File: src/rtl/jtopl_exp_pipe_pkg.sv
`default_nettype none
// ============================================================================
//  Module      : jtopl_exp_pipe_pkg
//  Description : Shared exponent-table constants for the log-to-linear path.
//                EXP[i] = round(1024 * 2^((255-i)/256)) - 1024, 256 x 10 bits.
//  Revision    : 1.0 - initial release
// ============================================================================
package jtopl_exp_pipe_pkg;

  localparam int EXP_MANT_W = 11;   // {hidden 1, 10-bit table entry}
  localparam int MAX_SHIFT  = 10;   // larger shifts always flush to zero
  localparam int EXP_DEPTH  = 256;
  localparam int EXP_W      = 10;

  // 2^(1/256) in Q30, the per-entry growth factor of the table
  localparam logic [63:0] C_STEP_Q30 = 64'd1076653033;

  // Builds the whole table at elaboration time so every consumer shares one
  // definition and no hand-typed constant list can drift out of sync.
  function automatic logic [EXP_DEPTH*EXP_W-1:0] exp_rom_build();
    logic [EXP_DEPTH*EXP_W-1:0] rom;
    logic [63:0]                v;
    logic [63:0]                m;
    rom = '0;
    v   = 64'd1 << 30;
    for (int j = 0; j < EXP_DEPTH; j++) begin
      // m = round(1024 * 2^(j/256)), always within [1024, 2047]
      m = ((v << 10) + (64'd1 << 29)) >> 30;
      // dropping bit 10 removes the hidden 1024
      rom[(EXP_DEPTH-1-j)*EXP_W +: EXP_W] = m[EXP_W-1:0];
      v = (v * C_STEP_Q30) >> 30;
    end
    return rom;
  endfunction

  localparam logic [EXP_DEPTH*EXP_W-1:0] EXP_ROM = exp_rom_build();

endpackage
`default_nettype wire

File: src/rtl/jtopl_exp_acc.sv
`default_nettype none
// ============================================================================
//  Module      : jtopl_exp_acc
//  Description : Saturating per-frame accumulator with a one-edge frame-done
//                strobe. The sum is clamped on every addition, so a saturated
//                running value can still be pulled back by later samples.
//  Revision    : 1.0 - initial release
// ============================================================================
module jtopl_exp_acc #(
  parameter int OUT_W = 14,
  parameter int ACC_W = 16
) (
  input  logic             clk,
  input  logic             rst_n,
  input  logic             i_cen,
  input  logic             i_valid,
  input  logic             i_last,
  input  logic [OUT_W-1:0] i_data,
  output logic             o_acc_valid,
  output logic [ACC_W-1:0] o_acc
);

  // one guard bit above the wider operand keeps the raw sum exact
  localparam int SUM_W = ((ACC_W > OUT_W) ? ACC_W : OUT_W) + 1;
  localparam logic signed [SUM_W-1:0] C_MAX = SUM_W'((64'd1 << (ACC_W-1)) - 64'd1);
  localparam logic signed [SUM_W-1:0] C_MIN = ~C_MAX;

  logic        [ACC_W-1:0] r_acc;
  logic signed [SUM_W-1:0] w_acc_ext;
  logic signed [SUM_W-1:0] w_in_ext;
  logic signed [SUM_W-1:0] w_sum;
  logic        [ACC_W-1:0] w_sat;

  assign w_acc_ext = {{(SUM_W-ACC_W){r_acc[ACC_W-1]}}, r_acc};
  assign w_in_ext  = {{(SUM_W-OUT_W){i_data[OUT_W-1]}}, i_data};
  assign w_sum     = w_acc_ext + w_in_ext;

  // clamp the exact sum into the signed accumulator range
  always_comb begin
    w_sat = w_sum[ACC_W-1:0];
    if (w_sum > C_MAX)      w_sat = C_MAX[ACC_W-1:0];
    else if (w_sum < C_MIN) w_sat = C_MIN[ACC_W-1:0];
  end

  // running sum, frame result and frame-done strobe
  always_ff @(posedge clk or negedge rst_n) begin
    if (!rst_n) begin
      r_acc       <= '0;
      o_acc       <= '0;
      o_acc_valid <= 1'b0;
    end else if (i_cen) begin
      if (i_valid && i_last) begin
        o_acc       <= w_sat;
        o_acc_valid <= 1'b1;
        r_acc       <= '0;
      end else begin
        if (i_valid) r_acc <= w_sat;
        o_acc_valid <= 1'b0;
      end
    end
  end

endmodule
`default_nettype wire

File: src/rtl/jtopl_exp_pipe.sv
`default_nettype none
// ============================================================================
//  Module      : jtopl_exp_pipe
//  Description : Log-to-linear converter: exponent table read, right shift by
//                the integer attenuation, sign application, plus an optional
//                saturating frame accumulator. Three-stage, cen-qualified,
//                tag carried alongside every sample.
//  Revision    : 1.0 - initial release
// ============================================================================
module jtopl_exp_pipe
  import jtopl_exp_pipe_pkg::*;
#(
  parameter int SH_W   = 4,
  parameter int OUT_W  = 14,
  parameter int TAG_W  = 5,
  parameter bit ACC_EN = 1'b1,
  parameter int ACC_W  = 16
) (
  input  logic              clk,
  input  logic              rst_n,
  input  logic              i_cen,
  input  logic              i_valid,
  input  logic [SH_W+7:0]   i_att,
  input  logic              i_sign,
  input  logic [TAG_W-1:0]  i_tag,
  input  logic              i_last,
  output logic              o_valid,
  output logic [OUT_W-1:0]  o_lin,
  output logic [TAG_W-1:0]  o_tag,
  output logic              o_acc_valid,
  output logic [ACC_W-1:0]  o_acc
);

  logic [EXP_W-1:0] w_rom [EXP_DEPTH];

  for (genvar k = 0; k < EXP_DEPTH; k++) begin : g_rom
    assign w_rom[k] = EXP_ROM[k*EXP_W +: EXP_W];
  end

  // S1 state
  logic [EXP_MANT_W-1:0] r_s1_mant;
  logic [SH_W-1:0]       r_s1_sh;
  logic                  r_s1_sign, r_s1_last, r_s1_valid;
  logic [TAG_W-1:0]      r_s1_tag;
  // S2 state
  logic [EXP_MANT_W-1:0] r_s2_lin;
  logic                  r_s2_sign, r_s2_last, r_s2_valid;
  logic [TAG_W-1:0]      r_s2_tag;
  // S3 side band for the accumulator
  logic                  r_s3_last;

  logic [EXP_MANT_W-1:0] w_s2_lin;
  logic [OUT_W-1:0]      w_s3_ext;
  logic [OUT_W-1:0]      w_s3_val;

  assign w_s2_lin = (int'(r_s1_sh) > MAX_SHIFT) ? '0 : (r_s1_mant >> r_s1_sh);
  assign w_s3_ext = {{(OUT_W-EXP_MANT_W){1'b0}}, r_s2_lin};
  assign w_s3_val = r_s2_sign ? (-w_s3_ext) : w_s3_ext;

  // S1: synchronous table read with cen as read enable; side band registered alongside
  always_ff @(posedge clk or negedge rst_n) begin
    if (!rst_n) begin
      r_s1_mant  <= '0;
      r_s1_sh    <= '0;
      r_s1_sign  <= 1'b0;
      r_s1_tag   <= '0;
      r_s1_last  <= 1'b0;
      r_s1_valid <= 1'b0;
    end else if (i_cen) begin
      r_s1_mant  <= {1'b1, w_rom[i_att[7:0]]};
      r_s1_sh    <= i_att[SH_W+7:8];
      r_s1_sign  <= i_sign;
      r_s1_tag   <= i_tag;
      r_s1_last  <= i_last & i_valid;   // a last flag on a bubble carries no meaning
      r_s1_valid <= i_valid;
    end
  end

  // S2: logical right shift by the integer attenuation
  always_ff @(posedge clk or negedge rst_n) begin
    if (!rst_n) begin
      r_s2_lin   <= '0;
      r_s2_sign  <= 1'b0;
      r_s2_tag   <= '0;
      r_s2_last  <= 1'b0;
      r_s2_valid <= 1'b0;
    end else if (i_cen) begin
      r_s2_lin   <= w_s2_lin;
      r_s2_sign  <= r_s1_sign;
      r_s2_tag   <= r_s1_tag;
      r_s2_last  <= r_s1_last;
      r_s2_valid <= r_s1_valid;
    end
  end

  // S3: two's complement sign application onto the output registers
  always_ff @(posedge clk or negedge rst_n) begin
    if (!rst_n) begin
      o_lin     <= '0;
      o_tag     <= '0;
      o_valid   <= 1'b0;
      r_s3_last <= 1'b0;
    end else if (i_cen) begin
      o_lin     <= w_s3_val;
      o_tag     <= r_s2_tag;
      o_valid   <= r_s2_valid;
      r_s3_last <= r_s2_last;
    end
  end

  if (ACC_EN) begin : g_acc
    jtopl_exp_acc #(
      .OUT_W (OUT_W),
      .ACC_W (ACC_W)
    ) u_acc (
      .clk         (clk),
      .rst_n       (rst_n),
      .i_cen       (i_cen),
      .i_valid     (o_valid),
      .i_last      (r_s3_last),
      .i_data      (o_lin),
      .o_acc_valid (o_acc_valid),
      .o_acc       (o_acc)
    );
  end else begin : g_no_acc
    assign o_acc_valid = 1'b0;
    assign o_acc       = '0;
  end

endmodule
`default_nettype wire
File: config.mk
export PLATFORM = sky130hd
export DESIGN_NAME = jtopl_exp_pipe
export DESIGN_NICKNAME = d
export VERILOG_FILES = /design/src/rtl/jtopl_exp_pipe_pkg.sv /design/src/rtl/jtopl_exp_acc.sv /design/src/rtl/jtopl_exp_pipe.sv
export SDC_FILE = /design/constraint.sdc
export NUM_CORES = 1
export LEC_CHECK = 0
export CORE_MARGIN = 2
export CORE_UTILIZATION = 56
export CTS_CLUSTER_DIAMETER = 40
export DETAILED_ROUTE_END_ITERATION = 12
export PLACE_DENSITY_LB_ADDON = 0.1
export SLEW_MARGIN = 5
export SYNTH_ARGS = -nofsm -noshare
export SYNTH_HDL_FRONTEND = slang
export SYNTH_SLANG_ARGS = --single-unit
export TNS_END_PERCENT = 10
File: constraint.sdc
create_clock -name clk -period 4.5 [get_ports clk]
set_input_delay 0.9 -clock clk [delete_from_list [all_inputs] [get_ports clk]]
set_output_delay 0.9 -clock clk [all_outputs]
set_load 0.005 [all_outputs]
==> metrics.yaml, run 1 <==
run_status: "finished clean"
wl_per_cell_um: 18.7
dp_hpwl_um: 14000
total_power_w: 0.00431
final-setup-viol-count: 0
yosys_warnings: 0
synth_fp_nets: 940
powerDensity_mw_per_mm2: 513
ant_nets: 0
htreeDepth: 3
worst-setup-path-type: "input port to flop"
syn-cell-area_mm2: 0.00752
grt-busiest-layer: "met2"
r2r_end: "g_acc.u_acc.o_acc[6]"
rr_worst_depth: 10
final_common_cell: "dfrtp_1"
ir_drop_mv: 0.296
finalMaxSlewViolations: 0
cp-startpoint: "i_att[1]"
rows: 42
min_period_over_period: 0.767
whs_path_depth: 2
vias: 6959
use_met2: 0.478
placed_area_mm2: 0.00808
dieHeight_um: 120
cp-start-kind: "input port"
clockBufferDepth: 2
die-area_mm2: 0.0144
cap_violations: 0
reg2reg_slack_ns: 1.24
fin_setup_tns_ns: 0
core-area_mm2: 0.0132
place_congestion: 0.989
clk_pin_slew_ns: 0.07
globalRouteMet3Util: 0.0504
grt_max_degree: 91
netlist_instances: 887
r2r_start: "o_lin[0]"
min_period_ns: 3.45
numCtsBuffers: 9
p_leak_nw: 3.43
cts_root_buf: "clkbuf_16"
port_buffers: 59
fillCellCount: 1119
drtIter0Drc: 684
finalHoldViolCount: 0
area_delta_synth_final_pct: 11.7
yosysSeqAreaShare: 0.319
clock_latency_ns: 0.36
crit_end: "r_s1_mant[3]"
cts_tree: "yes"
die_x_um: 120
cts_hold_buf: 0
grt_pass1_vias: 6702
synth.distinct_cells: 79
first_pass_iters: 7
grt_pass1_wl_um: 33200
crit_fanout: 12
grt_usage: 0.288
drt_wl_total_um: 20100
gr-total-overflow: 0
dp_slack_ns: 0.713
n_antenna_cell: 0
drc: 0
nets: 946
via_per_inst: 6.48
design_area_mm2: 0.00840
fin_ws_ns: 1.05
cts_resized: 0
avgSynthCellArea_um2: 8.48
hold_class: "flop to flop"
post_cts_buffers: 0
cts.sinks: 96
ys_async_sr_fraction: 1.00
synth_seq_cells: 96
synth_edf_count: 0
rsz0062_at_grt: "no"
critPathArrivalTime_ns: 3.72
tightest_slew_ns: 1.15
start_util: 0.570
io_pins: 60
cp.required_ns: 4.77
end_kind: "flop"
max-slew-margin-rel: 0.229
fin_skew_ns: 0.00773
fmax_ghz: 0.290
synth_ff_type: "dfrtp_1"
final_cell_mix: "dfrtp_1, nor2_1, a21oi_1"
use_met1: 0.375
antenna_found_initial: 0
drive_gt1_frac: 0.112
## sequential cells by signal, indices dropped and copies added (netlist names), 4 cells and up
| signal | flops |
|---|---|
| g_acc.u_acc.o_acc | 16 |
| g_acc.u_acc.r_acc | 16 |
| o_lin | 14 |
| r_s1_mant | 11 |
| r_s2_lin | 11 |
| o_tag | 5 |
| r_s1_tag | 5 |
| r_s2_tag | 5 |
| r_s1_sh | 4 |
## layout make-up
class / instances / area [um^2] / area share
clock inverter: 7 / 100 / 0.0119
inverter: 41 / 154 / 0.0183
tap: 176 / 220 / 0.0262
clock buffer: 9 / 225 / 0.0268
timing repair buffer: 73 / 686 / 0.0816
multi-input combinational: 672 / 4610 / 0.549
sequential: 96 / 2400 / 0.286
## through the flow
| stage | utilization | std cells | hold WS (ns) |
|---|---|---|---|
| final | 0.637 | 1074 | 0.482 |
| after global routing | 0.637 | 1074 | 0.520 |
| after detailed placement | 0.612 | 1058 | 0.474 |
| after global placement | 0.612 | 1058 | 0.467 |
| after floorplan | - | 887 | 0.453 |
| after CTS | 0.637 | 1074 | 0.491 |
## critical path: stages
cell and delay, ns:
clkdlybuf4s50_1 0.66, buf_4 0.24, ha_1 0.44, nor2_1 0.12
o21ai_0 0.16, o21ai_0 0.10, mux4_2 0.49, mux4_2 0.46
mux2i_1 0.14
## power breakdown
group	switching, W	internal [W]
combinational	0.00119	0.00100
clock	0.000382	0.000450
sequential	0.000179	0.00110
## cells by family after synthesis
group | after synthesis | share of synthesized area
and+or+nand+nor | 236 | 0.144
adders and majority gates | 31 | 0.0522
xor gates and xnor gates | 28 | 0.0336
AOI/OAI and AO/OA | 320 | 0.285
DFF | 96 | 0.319
buffers and inverters | 119 | 0.0672
muxes | 57 | 0.0980
## worst min-delay path by stage
stage	from	slack, ns	endpoint
floorplan	g_acc.u_acc.r_acc[15]	0.45	g_acc.u_acc.r_acc[15]
global placement	g_acc.u_acc.o_acc[1]	0.47	g_acc.u_acc.o_acc[1]
detailed placement	g_acc.u_acc.o_acc[15]	0.47	g_acc.u_acc.o_acc[15]
CTS	g_acc.u_acc.o_acc[15]	0.49	g_acc.u_acc.o_acc[15]
global route	g_acc.u_acc.o_acc[1]	0.52	g_acc.u_acc.o_acc[1]
finish	g_acc.u_acc.o_acc[15]	0.48	g_acc.u_acc.o_acc[15]
## routing by layer
metal	share of wire	vias to the layer above
met1	0.42	3326
met2	0.49	302
met4	0.031	0
met5	0	-
met3	0.063	62
li1	-	3269
## cell usage after synthesis, types with 4 or more instances
| cell | number | area share |
|---|---|---|
| inv_1 | 39 | 0.019 |
| o221ai_1 | 4 | 0.0047 |
| nor2b_1 | 12 | 0.010 |
| nand3b_1 | 4 | 0.0040 |
| nand3_1 | 11 | 0.0073 |
| o311ai_0 | 5 | 0.0058 |
| nand2b_1 | 15 | 0.012 |
| xnor2_1 | 18 | 0.021 |
| nor3_1 | 16 | 0.011 |
| a22oi_1 | 6 | 0.0060 |
| a221o_1 | 18 | 0.024 |
| o41ai_1 | 5 | 0.0058 |
| a311oi_1 | 4 | 0.0047 |
| mux2i_1 | 14 | 0.019 |
| mux4_2 | 10 | 0.030 |
| xor2_1 | 9 | 0.010 |
| nor3b_1 | 4 | 0.0040 |
| a21oi_1 | 78 | 0.052 |
| a31oi_1 | 24 | 0.020 |
| clkbuf_1 | 42 | 0.021 |
| buf_2 | 23 | 0.015 |
| a21o_1 | 5 | 0.0050 |
| o211ai_1 | 15 | 0.015 |
| a211oi_1 | 18 | 0.018 |
| ha_1 | 29 | 0.048 |
| dfrtp_1 | 96 | 0.32 |
| buf_1 | 8 | 0.0040 |
| o21ai_0 | 76 | 0.051 |
| nor2_1 | 78 | 0.039 |
| o31ai_1 | 7 | 0.0070 |
| mux2_2 | 33 | 0.049 |
| nand2_1 | 74 | 0.037 |
| and3_1 | 5 | 0.0042 |
| o22ai_1 | 13 | 0.011 |
No activity file was read; power rests on OpenSTA's default activity.
==> inputs of run 2 (changes only) <==
==> constraint.sdc (replaced) <==
create_clock -name clk -period 3.4 [get_ports clk]
set_input_delay 0.68 -clock clk [delete_from_list [all_inputs] [get_ports clk]]
set_output_delay 0.68 -clock clk [all_outputs]
set_load 0.005 [all_outputs]
==> metrics.yaml, run 2 (synthesized netlist as in run 1, its figures left out) <==
via_per_inst: 6.55
finalHoldViolCount: 0
cts_tree: "yes"
r2r_end: "g_acc.u_acc.o_acc[7]"
cts_hold_buf: 0
cp.required_ns: 3.58
place_congestion: 0.910
min_period_ns: 3.27
fin_setup_tns_ns: 0
critical_path.top_delay_family: "compound AO/OA/AOI/OAI gates"
reg_top3: "g_acc.u_acc.o_acc x16, g_acc.u_acc.r_acc x16, o_lin x14"
clk_pin_slew_ns: 0.08
rows: 42
tightest_slew_ns: 1.03
powerDensity_mw_per_mm2: 668
critPathArrivalTime_ns: 3.45
path_buf_inv: 1
worstPathCellList: "ha_1 -> inv_1 -> fa_1 -> nand2b_1 -> a21oi_1 -> o311a_4 -> a31oi_4 -> a31oi_2 -> a21oi_1 -> a21oi_1"
cts_resized: 0
reg2reg_slack_ns: 0.13
final_cell_mix: "dfrtp_1, nor2_1, a21oi_1"
io_pins: 60
final-setup-viol-count: 0
final_common_cell: "dfrtp_1"
port_buffers: 59
wl_per_cell_um: 19.3
grt_pass1_vias: 6803
die_x_um: 120
cp_slowest_cell: "a21oi_1"
drc: 0
die-area_mm2: 0.0144
vias: 7168
p_leak_nw: 3.54
end_kind: "flop"
fin_skew_ns: 0.00690
start_util: 0.570
min_period_over_period: 0.962
dp_slack_ns: 0.0491
n_antenna_cell: 0
gr-total-overflow: 0
final_core_util: 0.651
grt_usage: 0.298
finalMaxSlewViolations: 0
cts.sinks: 96
drt_wl_total_um: 21100
rr_worst_depth: 10
post_cts_buffers: 0
numCtsBuffers: 9
drive_gt1_frac: 0.132
cts_root_buf: "clkbuf_16"
cp-start-kind: "flop"
htreeDepth: 3
cp_common_cell: "a21oi_1"
first_pass_iters: 7
run_status: "finished clean"
nets: 966
drtIter0Drc: 761
dieHeight_um: 120
worst-setup-path-type: "flop to flop"
cap_violations: 0
rsz0062_at_grt: "no"
area_delta_synth_final_pct: 14.1
crit_fanout: 11
hold_class: "input port to asynchronous set/reset pin"
ant_nets: 0
fmax_ghz: 0.306
fillCellCount: 1126
fin_ws_ns: 0.129
dp_hpwl_um: 14800
core-area_mm2: 0.0132
antenna_found_initial: 0
grt_max_degree: 91
max_stage_delay_ns: 0.80
ir_drop_mv: 0.346
clockBufferDepth: 2
r2r_start: "o_lin[0]"
grt_pass1_wl_um: 34300
max-slew-margin-rel: 0.316
clock_latency_ns: 0.35
run 2: cell types whose count changed in the layout (fill, tap and decap cells not counted):
cell	before	now
buf_12	1	5
buf_4	14	30
inv_8	1	2
bufinv_16	1	0
run 2: cell type report:
class / instances / area (um^2) / area share
multi-input combinational: 672 / 4610 / 0.538
sequential: 96 / 2400 / 0.280
timing repair buffer: 93 / 886 / 0.103
clock buffer: 9 / 225 / 0.0262
tap: 176 / 220 / 0.0257
inverter: 41 / 154 / 0.0179
clock inverter: 7 / 81.3 / 0.00948
run 2: worst max-delay path by stage:
| stage | slack [ns] | cells past startpoint | end | from |
|---|---|---|---|---|
| after detailed placement | 0.05 | 9 | r_s1_mant[3] | i_att[1] |
| after floorplan | 0.38 | 10 | r_s1_mant[3] | i_att[1] |
| after global routing | 0.01 | 10 | g_acc.u_acc.o_acc[7] | o_lin[0] |
| final | 0.13 | 10 | g_acc.u_acc.o_acc[7] | o_lin[0] |
| after global placement | 0.13 | 9 | r_s1_mant[3] | i_att[1] |
| after CTS | 0.19 | 10 | g_acc.u_acc.o_acc[4] | o_lin[0] |
run 2: worst reg2reg max path, cell delays in order (launching register included):
cell,delay (ns)
dfrtp_1,0.41
ha_1,0.26
inv_1,0.08
fa_1,0.24
nand2b_1,0.16
a21oi_1,0.10
o311a_4,0.40
a31oi_4,0.23
a31oi_2,0.21
a21oi_1,0.80
a21oi_1,0.20
run 2: per-stage QoR:
| stage | hold slack [ns] | total power, W | instance area [um^2] | cells |
|---|---|---|---|---|
| 2_1_floorplan | 0.384 | 0.00375 | 7520 | 887 |
| 4_1_cts | 0.485 | 0.00570 | 8580 | 1094 |
| 5_1_grt | 0.505 | 0.00612 | 8580 | 1094 |
| 6_report | 0.482 | 0.00573 | 8580 | 1094 |
| 3_5_place_dp | 0.469 | 0.00464 | 8280 | 1078 |
| 3_3_place_gp | 0.470 | 0.00455 | 8280 | 1078 |
run 2: routing by layer:
metal	global-route usage	wire [um]	part of all wire	vias up
li1	-	-	-	3316
met1	0.396	8950	0.42	3455
met2	0.495	10100	0.48	335
met3	0.0394	1320	0.063	62
met4	0.115	717	0.034	0
met5	0	0	0	-
run 2: report_power, final:
group | switching (W) | internal, W
logic | 0.00163 | 0.00136
registers | 0.000248 | 0.00145
clock network | 0.000516 | 0.000526
total | 0.00239 | 0.00334
==> inputs of run 3 (changes only) <==
--- a/config.mk
+++ b/config.mk
@@ -9,7 +9,9 @@
 export CORE_UTILIZATION = 56
 export CTS_CLUSTER_DIAMETER = 40
 export DETAILED_ROUTE_END_ITERATION = 12
+export MAX_ROUTING_LAYER = met4
 export PLACE_DENSITY_LB_ADDON = 0.1
+export SETUP_SLACK_MARGIN = 0.2
 export SLEW_MARGIN = 5
 export SYNTH_ARGS = -nofsm -noshare
 export SYNTH_HDL_FRONTEND = slang
==> metrics.yaml, run 3 (synthesized netlist as in run 1, its figures left out) <==
run_status: "finished clean"
n_antenna_cell: 0
final-setup-viol-count: 0
port_buffers: 59
min_period_over_period: 0.860
worst-setup-path-type: "input port to flop"
drtIter0Drc: 777
dp_slack_ns: 0.148
cp-start-kind: "input port"
wl_per_cell_um: 19.2
clk_pin_slew_ns: 0.07
critPathArrivalTime_ns: 3.19
ant_nets: 0
clock_latency_ns: 0.35
die_x_um: 120
place_congestion: 0.967
fin_skew_ns: 0.0119
rsz0062_at_grt: "no"
end_kind: "flop"
start_util: 0.570
finalHoldViolCount: 0
drive_gt1_frac: 0.139
max-slew-margin-rel: 0.333
drc: 0
rows: 42
grt_pass1_wl_um: 34200
nets: 972
powerDensity_mw_per_mm2: 664
grt_max_degree: 90
cts_tree: "yes"
final_cell_mix: "dfrtp_1, nor2_1, a21oi_1"
ir_drop_mv: 0.350
fillCellCount: 1095
area_delta_synth_final_pct: 14.3
cts_hold_buf: 0
cts.sinks: 96
htreeDepth: 3
tightest_slew_ns: 1.00
placed_area_mm2: 0.00830
reg_top3: "g_acc.u_acc.o_acc x16, g_acc.u_acc.r_acc x16, o_lin x14"
dp_hpwl_um: 15000
vias: 7157
core-area_mm2: 0.0132
crit_fanout: 16
cts_root_buf: "clkbuf_16"
drt_wl_total_um: 21100
total_power_w: 0.00571
die-area_mm2: 0.0144
rr_worst_depth: 10
clockBufferDepth: 2
grt_pass1_vias: 6845
dieHeight_um: 120
antenna_found_initial: 0
fin_setup_tns_ns: 0
gr-total-overflow: 0
min_period_ns: 2.92
cap_violations: 0
design_area_mm2: 0.00860
final_common_cell: "dfrtp_1"
p_leak_nw: 3.55
hold_class: "input port to asynchronous set/reset pin"
grt_usage: 0.305
cp.required_ns: 3.67
fmax_ghz: 0.342
io_pins: 60
multi_input_area_mm2: 0.00462
first_pass_iters: 5
finalMaxSlewViolations: 0
seq_area_mm2: 0.00240
via_per_inst: 6.51
fin_ws_ns: 0.476
numCtsBuffers: 9
run 3: cell types whose count changed in the layout (fill, tap and decap cells not counted):
| cell | change |
|---|---|
| buf_4 | +8 |
| clkinvlp_4 | +2 |
| clkinv_8 | -1 |
| inv_8 | +1 |
| a21oi_1 | -1 |
| a21oi_2 | +1 |
| buf_12 | -2 |
| inv_6 | -2 |
run 3: metrics by stage:
| step | hold WS, ns | std cells | utilization |
|---|---|---|---|
| 3_5_place_dp | 0.478 | 1084 | 0.629 |
| 6_report | 0.477 | 1100 | 0.652 |
| 2_1_floorplan | 0.384 | 887 | - |
| 5_1_grt | 0.508 | 1100 | 0.652 |
| 4_1_cts | 0.494 | 1100 | 0.652 |
| 3_3_place_gp | 0.471 | 1084 | 0.629 |
run 3: metal layers:
layer  global-route usage  vias up  wire, um
li1                     -     3322         -
met1                0.388     3428      8840
met2                0.486      341     10100
met3               0.0385       66      1360
met4                0.146        0       822
met5                    -        -         0
run 3: cell type report:
type | instances | area share
tap | 176 | 0.0256
multi-input combinational | 672 | 0.537
clock buffer | 9 | 0.0262
sequential | 96 | 0.279
timing repair buffer | 99 | 0.105
inverter | 41 | 0.0179
clock inverter | 7 | 0.00859
run 3: final timing paths:
check,from,end,slack (ns)
worst max-delay path,i_att[1],r_s1_mant[3],0.48
worst min-delay path,rst_n,g_acc.u_acc.r_acc[13],0.48
worst max register to register,o_lin[0],g_acc.u_acc.r_acc[9],0.49
worst min register to register,g_acc.u_acc.o_acc[1],g_acc.u_acc.o_acc[1],0.49
max in group asynchronous,rst_n,r_s2_lin[9],2.07
min in group clk,g_acc.u_acc.o_acc[1],g_acc.u_acc.o_acc[1],0.49
run 3: timing repair:
item,4_1_cts,5_1_grt
endpoints found under the setup margin,0,11
resized for setup,0,1
setup buffers,0,0
run 3: worst max-delay path: stages:
cell,delay [ns]
clkdlybuf4s50_1,0.48
buf_4,0.24
ha_1,0.39
nor2_1,0.10
o21ai_0,0.16
o21ai_0,0.11
mux4_2,0.45
mux4_2,0.45
mux2i_1,0.14
run 3: where the power goes:
part           total, W  switching (W)  internal, W
Clock           0.00100       0.000482     0.000519
Sequential      0.00170       0.000249      0.00146
Combinational   0.00301        0.00165      0.00136
